## config.mk

```make
export PLATFORM = sky130hd
export DESIGN_NAME = ov5640_frame_ctrl
export DESIGN_NICKNAME = d
export VERILOG_FILES = /design/src/rtl/ov5640_pkg.sv /design/src/rtl/ov5640_pix_fifo.sv /design/src/rtl/ov5640_frame_ctrl.sv
export SDC_FILE = /design/constraint.sdc
export NUM_CORES = 1
export LEC_CHECK = 0
export CORE_MARGIN = 5
export CORE_UTILIZATION = 60
export DETAILED_ROUTE_END_ITERATION = 6
export PLACE_DENSITY = 0.88
export SLEW_MARGIN = 20
export SYNTH_ARGS = -nofsm -noshare
export SYNTH_HDL_FRONTEND = slang
export SYNTH_SLANG_ARGS = --single-unit
```

## constraint.sdc

```tcl
create_clock -name pclk -period 6.8 [get_ports pclk]
set_input_delay 1.36 -clock pclk [delete_from_list [all_inputs] [get_ports pclk]]
set_output_delay 1.36 -clock pclk [all_outputs]
set_load 0.02 [all_outputs]
```

## src/rtl/ov5640_pkg.sv

```systemverilog
// Shared definitions for the OV5640 frame sequencer: FSM states and the
// layout of one stream-buffer entry.
package ov5640_pkg;

  typedef enum logic [1:0] {
    IDLE    = 2'd0,
    WAIT_VS = 2'd1,
    ACTIVE  = 2'd2,
    DROP    = 2'd3
  } state_t;

  localparam int unsigned DATA_W        = 24;
  localparam int unsigned ENTRY_W       = DATA_W + 2;
  localparam int unsigned ENTRY_EOL     = 0;
  localparam int unsigned ENTRY_SOF     = 1;
  localparam int unsigned ENTRY_PIX_LSB = 2;

endpackage

```

## src/rtl/ov5640_pix_fifo.sv

```systemverilog
// Synchronous first-word-fall-through FIFO; writes while full are rejected,
// even when a read happens in the same cycle.
module ov5640_pix_fifo #(
  parameter int unsigned WIDTH = 26,
  parameter int unsigned DEPTH = 16
) (
  input  logic             clk,
  input  logic             rst_n,
  input  logic             wr_en,
  input  logic [WIDTH-1:0] din,
  output logic             full,
  input  logic             rd_en,
  output logic [WIDTH-1:0] dout,
  output logic             empty
);

  localparam int unsigned AW = $clog2(DEPTH);

  logic [WIDTH-1:0] r_mem [DEPTH];
  logic [AW:0]      r_wr_ptr;
  logic [AW:0]      r_rd_ptr;
  logic             w_wr;
  logic             w_rd;

  // Pointers carry one extra wrap bit so full and empty are exact.
  assign empty = (r_wr_ptr == r_rd_ptr);
  assign full  = (r_wr_ptr[AW] != r_rd_ptr[AW]) &&
                 (r_wr_ptr[AW-1:0] == r_rd_ptr[AW-1:0]);
  assign w_wr  = wr_en & ~full;
  assign w_rd  = rd_en & ~empty;
  assign dout  = r_mem[r_rd_ptr[AW-1:0]];

  always_ff @(posedge clk or negedge rst_n) begin
    if (!rst_n) begin
      r_wr_ptr <= '0;
      r_rd_ptr <= '0;
    end else begin
      if (w_wr) r_wr_ptr <= r_wr_ptr + (AW+1)'(1);
      if (w_rd) r_rd_ptr <= r_rd_ptr + (AW+1)'(1);
    end
  end

  always_ff @(posedge clk) begin
    if (w_wr) r_mem[r_wr_ptr[AW-1:0]] <= din;
  end

endmodule

```

## src/rtl/ov5640_frame_ctrl.sv

```systemverilog
// Frames the OV5640 pixel stream into AXI4-Stream (tuser = SOF, tlast = EOL),
// buffering backpressure and dropping frames whose timing is corrupted.
module ov5640_frame_ctrl
  import ov5640_pkg::*;
#(
  parameter int unsigned H_ACTIVE          = 640,
  parameter int unsigned V_ACTIVE          = 480,
  parameter int unsigned FIFO_DEPTH        = 16,
  parameter bit          VSYNC_ACTIVE_HIGH = 1'b1
) (
  input  logic        pclk,
  input  logic        reset,
  input  logic        enable,
  input  logic        err_clr,
  input  logic        vsync,
  input  logic        pix_valid,
  input  logic        pix_last,
  input  logic [23:0] pix_data,
  output logic [31:0] m_tdata,
  output logic [3:0]  m_tkeep,
  output logic        m_tvalid,
  input  logic        m_tready,
  output logic        m_tuser,
  output logic        m_tlast,
  output logic        busy,
  output logic [15:0] frame_cnt,
  output logic        err_overflow,
  output logic        err_line,
  output logic        err_frame
);

  localparam int unsigned PCNT_W = (H_ACTIVE > 1) ? $clog2(H_ACTIVE) : 1;
  localparam int unsigned LCNT_W = (V_ACTIVE > 1) ? $clog2(V_ACTIVE) : 1;
  localparam logic [PCNT_W-1:0] PCNT_LAST = PCNT_W'(H_ACTIVE - 1);
  localparam logic [LCNT_W-1:0] LCNT_LAST = LCNT_W'(V_ACTIVE - 1);

  state_t              r_state;
  state_t              w_state_nxt;
  logic [PCNT_W-1:0]   r_pcnt;
  logic [PCNT_W-1:0]   w_pcnt_nxt;
  logic [LCNT_W-1:0]   r_lcnt;
  logic [LCNT_W-1:0]   w_lcnt_nxt;
  logic                r_sof_pend;
  logic                w_sof_nxt;
  logic                r_vs_act_d;
  logic                w_vs_act;
  logic                w_fs;
  logic                w_pcnt_last;
  logic                w_lcnt_last;
  logic [15:0]         r_frame_cnt;
  logic                r_err_overflow;
  logic                r_err_line;
  logic                r_err_frame;
  logic                w_set_overflow;
  logic                w_set_line;
  logic                w_set_frame;
  logic                w_frame_done;
  logic                w_fifo_wr;
  logic                w_fifo_full;
  logic                w_fifo_empty;
  logic [ENTRY_W-1:0]  w_fifo_din;
  logic [ENTRY_W-1:0]  w_fifo_dout;

  assign w_vs_act    = ~(vsync ^ VSYNC_ACTIVE_HIGH);
  assign w_fs        = r_vs_act_d & ~w_vs_act;
  assign w_pcnt_last = (r_pcnt == PCNT_LAST);
  assign w_lcnt_last = (r_lcnt == LCNT_LAST);
  assign w_fifo_din  = {pix_data, r_sof_pend, w_pcnt_last};

  always_comb begin
    w_state_nxt    = r_state;
    w_pcnt_nxt     = r_pcnt;
    w_lcnt_nxt     = r_lcnt;
    w_sof_nxt      = r_sof_pend;
    w_fifo_wr      = 1'b0;
    w_set_overflow = 1'b0;
    w_set_line     = 1'b0;
    w_set_frame    = 1'b0;
    w_frame_done   = 1'b0;
    case (r_state)
      IDLE: begin
        if (enable) w_state_nxt = WAIT_VS;
      end
      WAIT_VS: begin
        if (!enable) begin
          w_state_nxt = IDLE;
        end else if (w_fs) begin
          w_state_nxt = ACTIVE;
          w_pcnt_nxt  = '0;
          w_lcnt_nxt  = '0;
          w_sof_nxt   = 1'b1;
        end
      end
      ACTIVE: begin
        // The offending pixel of a bad line is never queued, so a truncated
        // or overlong line cannot leave a synthesised tlast behind.
        if (pix_valid) begin
          w_set_line     = (pix_last != w_pcnt_last);
          w_set_overflow = w_fifo_full;
        end
        if (w_vs_act) begin
          w_set_frame = 1'b1;
          w_state_nxt = WAIT_VS;
        end else if (pix_valid) begin
          if (w_set_line || w_set_overflow) begin
            w_state_nxt = DROP;
          end else begin
            w_fifo_wr = 1'b1;
            w_sof_nxt = 1'b0;
            if (w_pcnt_last) begin
              w_pcnt_nxt = '0;
              w_lcnt_nxt = r_lcnt + LCNT_W'(1);
              if (w_lcnt_last) begin
                w_frame_done = 1'b1;
                w_state_nxt  = enable ? WAIT_VS : IDLE;
              end
            end else begin
              w_pcnt_nxt = r_pcnt + PCNT_W'(1);
            end
          end
        end
      end
      DROP: begin
        if (w_vs_act) w_state_nxt = WAIT_VS;
      end
      default: w_state_nxt = IDLE;
    endcase
  end

  always_ff @(posedge pclk or negedge reset) begin
    if (!reset) begin
      r_state        <= IDLE;
      r_pcnt         <= '0;
      r_lcnt         <= '0;
      r_sof_pend     <= 1'b0;
      r_vs_act_d     <= 1'b0;
      r_frame_cnt    <= '0;
      r_err_overflow <= 1'b0;
      r_err_line     <= 1'b0;
      r_err_frame    <= 1'b0;
    end else begin
      r_state    <= w_state_nxt;
      r_pcnt     <= w_pcnt_nxt;
      r_lcnt     <= w_lcnt_nxt;
      r_sof_pend <= w_sof_nxt;
      r_vs_act_d <= w_vs_act;
      if (w_frame_done) r_frame_cnt <= r_frame_cnt + 16'd1;
      // A fresh error event outranks a clear in the same cycle.
      if (w_set_overflow)  r_err_overflow <= 1'b1;
      else if (err_clr)    r_err_overflow <= 1'b0;
      if (w_set_line)      r_err_line     <= 1'b1;
      else if (err_clr)    r_err_line     <= 1'b0;
      if (w_set_frame)     r_err_frame    <= 1'b1;
      else if (err_clr)    r_err_frame    <= 1'b0;
    end
  end

  ov5640_pix_fifo #(
    .WIDTH (ENTRY_W),
    .DEPTH (FIFO_DEPTH)
  ) u_fifo (
    .clk   (pclk),
    .rst_n (reset),
    .wr_en (w_fifo_wr),
    .din   (w_fifo_din),
    .full  (w_fifo_full),
    .rd_en (m_tready),
    .dout  (w_fifo_dout),
    .empty (w_fifo_empty)
  );

  assign m_tvalid     = ~w_fifo_empty;
  assign m_tdata      = {8'h00, w_fifo_dout[ENTRY_W-1:ENTRY_PIX_LSB]};
  assign m_tkeep      = 4'b1111;
  assign m_tuser      = w_fifo_dout[ENTRY_SOF] & ~w_fifo_empty;
  assign m_tlast      = w_fifo_dout[ENTRY_EOL] & ~w_fifo_empty;
  assign busy         = (r_state == ACTIVE) || (r_state == DROP);
  assign frame_cnt    = r_frame_cnt;
  assign err_overflow = r_err_overflow;
  assign err_line     = r_err_line;
  assign err_frame    = r_err_frame;

endmodule

```

== Yosys cells after proc, flatten, opt, wreduce, memory -nomap -nowiden ==
Memories as Yosys holds them, arrays and structs flattened.
Index checks and enable logic that the tools add are counted.
Storage, ports and cells
  memories kept: 1
  bits in writable memories: 416
  register bits: 52
Cells by class
  eq/ne operators: 21
  reductions and logical operators: 11
  bitwise gates (word level): 8
  add/subtract/negate cells: 5
  mux-type cells: 55
Memory list
  u_fifo.r_mem: depth 16, width 26, read ports 1, clocked after memory_dff 0, write ports 1, line ov5640_pix_fifo.sv:19  | logic [WIDTH-1:0] r_mem [DEPTH];
Operator list (count)
  10-bit 2-to-1 mux: 6
  9-bit 2-to-1 mux: 6
  1-bit 2-to-1 mux: 30
  10-bit one-hot mux with 2 select lines: 1
  2-bit 2-to-1 mux: 9
  9-bit one-hot mux with 2 select lines: 1
  16-bit by 1-bit adder with 16-bit output, second input constant: 1
  2-bit != test, second input constant: 8
  6-bit AND reduction: 2
  10-bit by 1-bit adder with 10-bit output, second input constant: 1
  5-bit by 1-bit adder with 5-bit output, second input constant: 2
  10-bit == test, second input constant: 1
  9-bit by 1-bit adder with 9-bit output, second input constant: 1
  9-bit == test, second input constant: 1
  4-bit != test, second input constant: 2
  2-bit one-hot mux with 4 select lines: 1
  2-bit nonzero test: 4
  7-bit AND reduction: 1
  3-bit != test, second input constant: 2
  1-bit AND: 5
  5-bit == test: 1
  2-bit == test, second input constant: 2
  4-bit == test: 1
  1-bit inverter: 3
  6 further kinds: 8

== Depth between registers and ports, before layout ==
Gate-level depths: netlist of run 1.
  depth in word-level cells: 12
  mapped depth: 10
  gate-level depth less buffers: 8

== By module ==
A second synthesis of run 1 with hierarchy kept.
Second synthesis, totals
  cell total of the unflattened synthesis: 992
  area, all modules: 18781.8 um2
By module, submodules not included
  ov5640_pix_fifo: times used 1, area an instance 16219.3 um2, cells each 721
  ov5640_frame_ctrl: times used 1, area an instance 2562.5 um2, cells each 271

== Worst setup path after synthesis of run 1 ==
No wires, ideal clock.
  path type: input port to flip-flop
  from: in vsync
  to: mem u_fifo.r_mem[3][0] (enable)
  path buffers: 0
  arrival: 4.022 ns
  stages: 5
  setup time: 0.442 ns
  setup slack: 2.337 ns
  cell sequence: inv_1 -> nand2_1 -> a211oi_4 -> nand3_1 -> nor3_1
Between the ends
  longest elaborated chain between the ends: 5
RTL lines
  from (decl): line ov5640_frame_ctrl.sv:15  | input logic vsync,
  1-bit 2-to-1 mux: line ov5640_frame_ctrl.sv:101  | if (w_vs_act) begin
  1-bit 2-to-1 mux: line ov5640_frame_ctrl.sv:80  | case (r_state)
  1-bit AND: line ov5640_pix_fifo.sv:29  | assign w_wr = wr_en & ~full;
  1-bit 2-to-1 mux: line ov5640_pix_fifo.sv:44  | if (w_wr) r_mem[r_wr_ptr[AW-1:0]] <= din;
  1-bit 2-to-1 mux (not written as such): line ov5640_pix_fifo.sv:44
  to (decl): line ov5640_pix_fifo.sv:19
No other way between the ends.

== Final worst setup path of run 1 ==
  from: reg u_fifo.r_rd_ptr[1]
  to: out m_tdata[17]
Between the ends
  longest elaborated chain between the ends: 1
RTL lines
  from (decl): line ov5640_pix_fifo.sv:21  | logic [AW:0] r_rd_ptr;
  from (signal assigned): line ov5640_pix_fifo.sv:39  | if (w_rd) r_rd_ptr <= r_rd_ptr + (AW+1)'(1);
  memory 16 x 26 bit
  to (decl): line ov5640_frame_ctrl.sv:19  | output logic [31:0] m_tdata,
No other way between the ends.

==> results.md, run 1 <==
- The run finished with clean final reports.
- In the synthesized netlist the dominant register cell turns out to be edfxtp_1.
- At the worst endpoint, the arrival time is 3.71 ns.
- The final hold violation count is 0.
- Setup violations remaining at the end of the flow were counted as 0.
- The worst setup path is captured at an output port.
- The share of the clock period used by the worst path is 74.6%.
- The share of the yosys chip area belonging to registers is 73.7%.
- The most common cell after layout, fill and taps aside is edfxtp_1.
- Based on the critical path, the design can be clocked at up to 197 MHz.
- The detailed-route DRC error count is 0.
- The category of the most critical setup path is reg -> out.
- The insertion delay of the later-clocked pin in the worst-skew pair is 0.57 ns.
- The number of hold buffers added after cts is 0.
- The count of nets left with antenna violations once routing finished came out at 0.
- Once detailed placement completed, the half-perimeter wirelength came to 22.0 mm.
- The final layout contains routed wiring with a total length of 44.2 mm.
- The via density per instance is 6.64.
- Before antenna repair, the detailed router went through 5 iterations.
- Routability-driven placement finished with a final weighted congestion of 0.818.
- The share of flip-flops with an asynchronous set or reset is 11.1%.
- The via count of the first global-routing pass came to 9,833.
- Dividing the detail-routed wire length by the instance count gives 30.4 um.
- The pin slew with the least headroom to its limit is 1.15 ns.
- Dividing the synthesized area by the synthesized cell count gives 20.4 sq um.
- The first global-routing pass estimated 62.9 mm of wire.
- Once the floorplan was initialized, standard cells occupied 61.0% of the core.
- In this run the static leakage power is 7.08 nW.
- Port buffering added 78 buffers.
- The clock root buffer master is clkbuf_16.
- Along the worst path, the maximum fanout reaches 43.
- The adder-cell share of the synthesized area is 0.803%.
- The total via count after detailed routing is 9,640.
- The violation count after the first detailed-route iteration is 1,115.
- The cell with the biggest individual delay on the critical path is dfrtp_4.
- Traced cell by cell, the critical path runs through buf_12 > buf_4 > mux4_2 > mux4_2 > clkdlybuf4s50_1.
- The xor and xnor area share after synthesis is 1.69%.
- Together, buffers and inverters on the worst path number 3.
- After synthesis, the largest family of logic cells by area is multiplexers.
- Across the VDD grid, the largest voltage drop is 0.275 mV.
- The power per unit of standard cell area is 373 nW/um^2.
- The final critical-path required period is 5.07 ns.
- Counting tap cells, the placed design contains a total of 1,362 instances.
- Among cell families on the critical path, the largest total delay comes from buffers and inverters.
- Of the post-synthesis cell area, the dominant cell type holds 66.8%.
- The worst path meets setup with 1.73 ns of slack.
- The pre-CTS setup slack is 2.20 ns.
- The data required time of the critical path is 5.44 ns.
- The total negative slack is 0 ns.
- The initial antenna violation count came to 1.
- Clock-pin slew was measured on the worst setup and hold paths at 0.06 ns.
- The number of slew-limit violations in the final report came to 0.
- Across every metal layer, demand over resource in global routing totals 24.0%.
- The maximum level of the CTS H-tree is 2.
- By area the synthesized netlist is led by edfxtp_1 (67%), mux4_2 (16%), dfrtp_1 (7.0%), ha_1 (0.80%), nand2_1 (0.74%).
- Total power for the finished layout comes to 8.03 mW.
- The post-synthesis cell count is 916.
- The die is 187 um tall.
- The cell type with the highest occurrence count on the critical path is mux4_2.
- The maximum number of buffers from clock root to sink is 3.
- The post-synthesis cell area is 18,700 sq um.
- The floorplan step set the die width to 187 um.
- The synthesized netlist devotes 1.82% of its cell area to compound gates.
- The number of clock buffers added by TritonCTS is 45.
- The final layout contains 1,063 nets.
- Of the cells placed in the final design, the portion with a size suffix greater than 1 is 24.0%.
- The area growth from synthesis to layout is 15.2%.
- The library cells used most frequently in the layout, excluding fill and tap cells, are edfxtp_1 (416), mux4_2 (130), clkdlybuf4s50_1 (77).
- The worst pin sits at a relative slew slack of 22.9%.
- The worst hold path class is reg -> reg.
- The worst-case clock skew is 0.0339 ns.
- The maximum number of pins on one net before global-route repair is 84.
- Setup repair after global routing left no endpoint under its margin.
- The post-route non-filler standard cell count is 1,452.
- For this run, the number of Yosys warnings is 0.
- The die covers 34,800 sq um.
- The post-CTS setup buffer count is 0.
- The largest area contributor in the netlist is edfxtp_1.
- In this run, synthesis produced a sequential element count of 468.
- The worst setup path is launched from a register.
- The number of top-level design ports is 91.
- The number of different library cells in the post-synthesis netlist is 54.
- On the worst path, the slowest cell contributes a delay of 0.88 ns.
- The core region is 30,700 sq um.
- The total of max-cap violations is 0.
- The number of gates resized after CTS was 0.
- The clock drives 468 sinks.
- The clock tree from TritonCTS is yes.
- After synthesis, the share of cell area in mux cells is 15.8%.
- The number of flops mapped to enable cells by yosys is 416.
- Summing the areas of all and, or, nand and nor instances in the mapped netlist gives 4.21% of the synthesized area.
- The floorplan has 64 rows.
- Global routing finished with a remaining overflow of 0.
## report_power, final
part | leakage [nW] | internal [mW] | total (mW) | switching [mW]
logic | 1.95 | 1.18 | 2.22 | 1.04
registers | 4.45 | 3.19 | 3.42 | 0.231
clock network | 0.682 | 1.31 | 2.39 | 1.08
## layout make-up
cell class / count / area [sq um]
fillers: 1728 / 9120
inverters: 21 / 78.8
clock inverters: 23 / 164
diodes: 1 / 2.50
well taps: 396 / 495
repair buffers: 97 / 1070
flip-flops and latches: 468 / 13800
multi-input cells: 386 / 4710
clock buffers: 60 / 1220
## final timing paths
check,endpoint,startpoint,slack [ns],cells past startpoint
max,m_tdata[17],u_fifo.r_rd_ptr[1]$_DFFE_PN0P_,1.73,5
min,frame_cnt[15]$_DFFE_PN0P_,frame_cnt[15]$_DFFE_PN0P_,0.48,1
max reg2reg,u_fifo.r_mem[7][3]$_DFFE_PP_,u_fifo.r_rd_ptr[0]$_DFFE_PN0P_,2.72,6
min reg2reg,frame_cnt[15]$_DFFE_PN0P_,frame_cnt[15]$_DFFE_PN0P_,0.48,1
max in group asynchronous,u_fifo.r_rd_ptr[1]$_DFFE_PN0P_,reset,5.35,2
min in group asynchronous,u_fifo.r_rd_ptr[0]$_DFFE_PN0P_,reset,0.93,2
## flip-flops by register name, summed over array words and instances, names as in the netlist, 2 cells and up
| signal | count |
|---|---|
| r_lcnt | 9 |
| u_fifo.r_mem | 416 |
| r_state | 2 |
| r_pcnt | 10 |
| u_fifo.r_rd_ptr | 5 |
| u_fifo.r_wr_ptr | 5 |
| frame_cnt | 16 |
## Yosys cell counts (4+ instances only)
cell and count:
a21boi_0 4, nor4_1 4, dfrtp_1 52, nand2_1 37, or4_4 4, inv_1 21
mux4_2 130, o21ai_0 18, nor2_1 30, nand4_1 10, and3_1 7, a21oi_1 7
or3_1 7, ha_1 12, nand3_1 19, buf_1 5, buf_4 14, nand2b_1 5
clkbuf_1 18, buf_2 13, edfxtp_1 416, nor3_1 9, xnor2_1 14, xor2_1 11
## kinds of logic after synthesis
| family | count (synthesis) |
|---|---|
| buffers and inverters | 72 |
| AO/OA/AOI/OAI | 51 |
| AND/OR/NAND/NOR | 147 |
| other | 2 |
| adder cells (fa/ha/maj) | 12 |
| XOR/XNOR | 31 |
| flip-flops | 468 |
| multiplexers | 133 |
## per-stage QoR
stage / utilization, % / cell area (sq um) / hold WS, ns
after floorplan: - / 18700 / 0.460
after global placement: 65.0 / 19900 / 0.457
after detailed placement: 65.2 / 20000 / 0.485
after CTS: 69.7 / 21400 / 0.495
after global routing: 70.3 / 21500 / 0.515
final: 70.3 / 21500 / 0.479
## routing by layer
layer / wire, um / vias to the layer above / part of all wire (%) / GRT usage [%]
met1: 15100 / 4984 / 34 / 31.5
met5: 0 / - / 0 / 0
met2: 23800 / 624 / 54 / 42.4
met3: 3660 / 116 / 8.3 / 3.36
met4: 1590 / 0 / 3.6 / 7.60
li1: - / 3916 / - / -
Power figures use the tool's default switching activity.
==> run 2, diff against run 1 <==
Clock period 6.8 ns to 4.9 ns, I/O delays scaled along.
==> run 2 against run 1 <==
Net effect:
- worst setup slack worse by 1.3 ns
- total power is 40% higher
- first-iteration DRC count is 25% higher
- register-to-register slack worse by 1.6 ns
- sequential power is 37% higher
- global-route usage is 1.2 points higher
- clock power is 40% higher
- clock skew is 0.011 ns lower
- combinational power is 46% higher
- hold slack worse by 0.14 ns
- wire length is 0.89% lower
- largest cell class unchanged
- highest routed layer unchanged
==> results.md, run 2 (synthesis results as in run 1) <==
- Setup slack closes at 0.448 ns.
- The final critical-path required period is 4.45 ns.
- The wire length on met3 is 3.96 mm.
- The total of max-cap violations is 0.
- The part of the total power dissipated in sequential elements is 41.5%.
- The endpoint arrival time on the critical path is 3.47 ns.
- At the end of routability-driven placement, the weighted congestion stood at 0.802.
- The design internal power is 8.00 mW.
- The placeable core region is 30,700 sq um.
- The clock reaches the later pin of the worst-skew pair after 0.57 ns.
- The flip-flop count of the largest register, all copies and words added is 416.
- Entering global routing, the biggest net connects 48 pins.
- The critical path goes through buf_4 > mux4_2 > mux4_2 > clkdlybuf4s50_1.
- For this block, wires on met1 add up to 15.3 mm.
- Of the cells placed in the final design, the portion with a size suffix greater than 1 is 24.5%.
- The clock sink count is 468.
- The power per unit of standard cell area is 522 nW/um^2.
- The clock network burns 29.7% of the power.
- The number of clock buffers added by TritonCTS is 45.
- In this run the vertical extent of the chip is 187 um.
- Setup violations remaining at the end of the flow were counted as 0.
- In this run the core area contains 64 standard-cell rows.
- The HPWL after detailed placement is 24.4 mm.
- For this design the static power due to leakage is 7.09 nW.
- The total track usage is 25.2%.
- The number of gates resized after CTS was 0.
- In this run the clock root is driven by a clkbuf_16.
- The worst relative slew slack is 35.5%.
- Summing all non-filler instances in the final layout gives an area of 21,500 sq um.
- The global-route wire length before repair is 65.8 mm.
- In this run the cell area measured after placement is 20,100 sq um.
- The detailed router finished its first iteration with 1,396 violations.
- The die is 187 um wide.
- Net switching is 28.9% of the power.
- In this run the worst path has a maximum fanout of 25.
- Wire segments on met2 add up to 22.7 mm in the final route.
- The wire length per cell after detailed routing is 30.0 um.
- The final wirelength is 43.8 mm.
- The top cell types in the final layout, fill and taps aside, are edfxtp_1 (416), mux4_2 (130), clkdlybuf4s50_1 (77).
- In the routed design, unresolved DRC markers number 0.
- The combinational power share is 28.7%.
- After layout, the worst path uses 90.9% of the clock period.
- The number of detailed-route iterations in the first pass is 6.
- The total via count after detailed routing is 9,832.
- The placed cell count is 1,377.
- The number of hold buffers added after cts is 0.
- The via density per instance is 6.75.
- The clock tree from TritonCTS is yes.
- The data required time of the critical path is 3.92 ns.
- The area of the die is 34,800 sq um.
- The area growth from synthesis to layout is 15.2%.
- Leaving out fill and tap cells, the most frequent cell in the layout is edfxtp_1.
- CTS built an H-tree with a depth of 2.
- Overall power consumption after layout is estimated at 11.3 mW.
- The clock arrives with 0.0226 ns of skew.
- The critical path launch point type is a register.
- Pin placement for this block handled 91 I/O pins.
- The cell with the biggest individual delay on the critical path is dfrtp_4.
- The clock transition at the registers of the reported paths is 0.06 ns.
- The initial antenna violation count is 1.
- The layout net count is 1,072.
- For this run, the slowest stage of the critical path takes 0.78 ns.
- The post-CTS setup buffer count is 0.
- Signal routing reaches up to met4.
- Setup repair after global routing left no endpoint under its margin.
- The number of buffers added on ports is 78.
- The worst hold path class is in -> async.
- The type of element capturing the critical path is an output port.
- The pin slew with the least headroom to its limit is 0.965 ns.
- Across the VDD grid, the largest voltage drop is 0.503 mV.
- The pre-CTS setup slack is 0.936 ns.
- The family with the most delay on the worst path is multiplexers.
- The multi-input logic area is 4710 sq um.
- The area taken by flip-flops and latches is 13,800 sq um.
- The total negative slack is 0 ns.
- The via count of the first global-routing pass is 10,100.
- Counting stages on the worst path, the most repeated cell is mux4_2.
- The achievable clock frequency is 225 MHz.
- The overflow left after global routing is 0.
- The final hold violation count was 0.
- The layout has 1,703 filler cells.
- The worst setup path is of the reg -> out kind.
- In this run the deepest clock path goes through 3 buffers.
- The critical path buffer and inverter count is 2.
- The run finished with clean final reports.
- The number of slew-limit violations in the final report is 0.
- The post-route antenna net violation count is 0.
- Leaving out filler cells and counting taps, the final layout contains 1,457.
- The analysis attributes to net switching a power of 3.25 mW.
- The initial cell density of the core is 61.0%.
run 2: final timing paths:
check / slack [ns] / cells after the start / from / endpoint
worst max-delay path: 0.45 / 4 / u_fifo.r_rd_ptr[0]$_DFFE_PN0P_ / m_tdata[15]
worst min-delay path: 0.34 / 1 / reset / err_frame$_DFFE_PN0P_
worst max register to register: 1.09 / 7 / r_state[0]$_DFFE_PN0P_ / u_fifo.r_mem[15][3]$_DFFE_PP_
worst min register to register: 0.48 / 1 / frame_cnt[15]$_DFFE_PN0P_ / frame_cnt[15]$_DFFE_PN0P_
max in group asynchronous: 3.72 / 2 / reset / u_fifo.r_rd_ptr[1]$_DFFE_PN0P_
min in group pclk: 0.48 / 1 / frame_cnt[15]$_DFFE_PN0P_ / frame_cnt[15]$_DFFE_PN0P_
run 2: cell type report:
cell class	instances	share of cell area (%)
Clock inverter	15	0.842
Clock buffer	64	5.75
Antenna cell	1	0.0116
Tap cell	396	2.30
Multi-Input combinational cell	386	21.9
Timing Repair Buffer	106	4.81
Inverter	21	0.366
Sequential cell	468	64.1
run 2: layer usage:
| layer | GRT usage [%] | up-vias |
|---|---|---|
| li1 | - | 3934 |
| met1 | 33.5 | 5120 |
| met2 | 42.0 | 658 |
| met3 | 4.80 | 120 |
| met4 | 9.78 | 0 |
| met5 | 0 | - |
run 2: per-stage QoR:
| step | hold WS [ns] | utilization (%) |
|---|---|---|
| after CTS | 0.334 | 70.2 |
| after floorplan | 0.460 | - |
| after global routing | 0.357 | 70.3 |
| after global placement | 0.458 | 65.6 |
| after detailed placement | 0.465 | 65.6 |
| final | 0.343 | 70.3 |
run 2: power groups by stage:
stage / logic, mW / registers [mW] / clock network, mW
finish: 3.24 / 4.67 / 3.34
global route: 3.41 / 4.68 / 3.58
CTS: 3.27 / 4.67 / 3.38
detailed placement: 3.20 / 4.74 / 0
global placement: 3.08 / 4.73 / 0
floorplan: 2.27 / 4.57 / 0
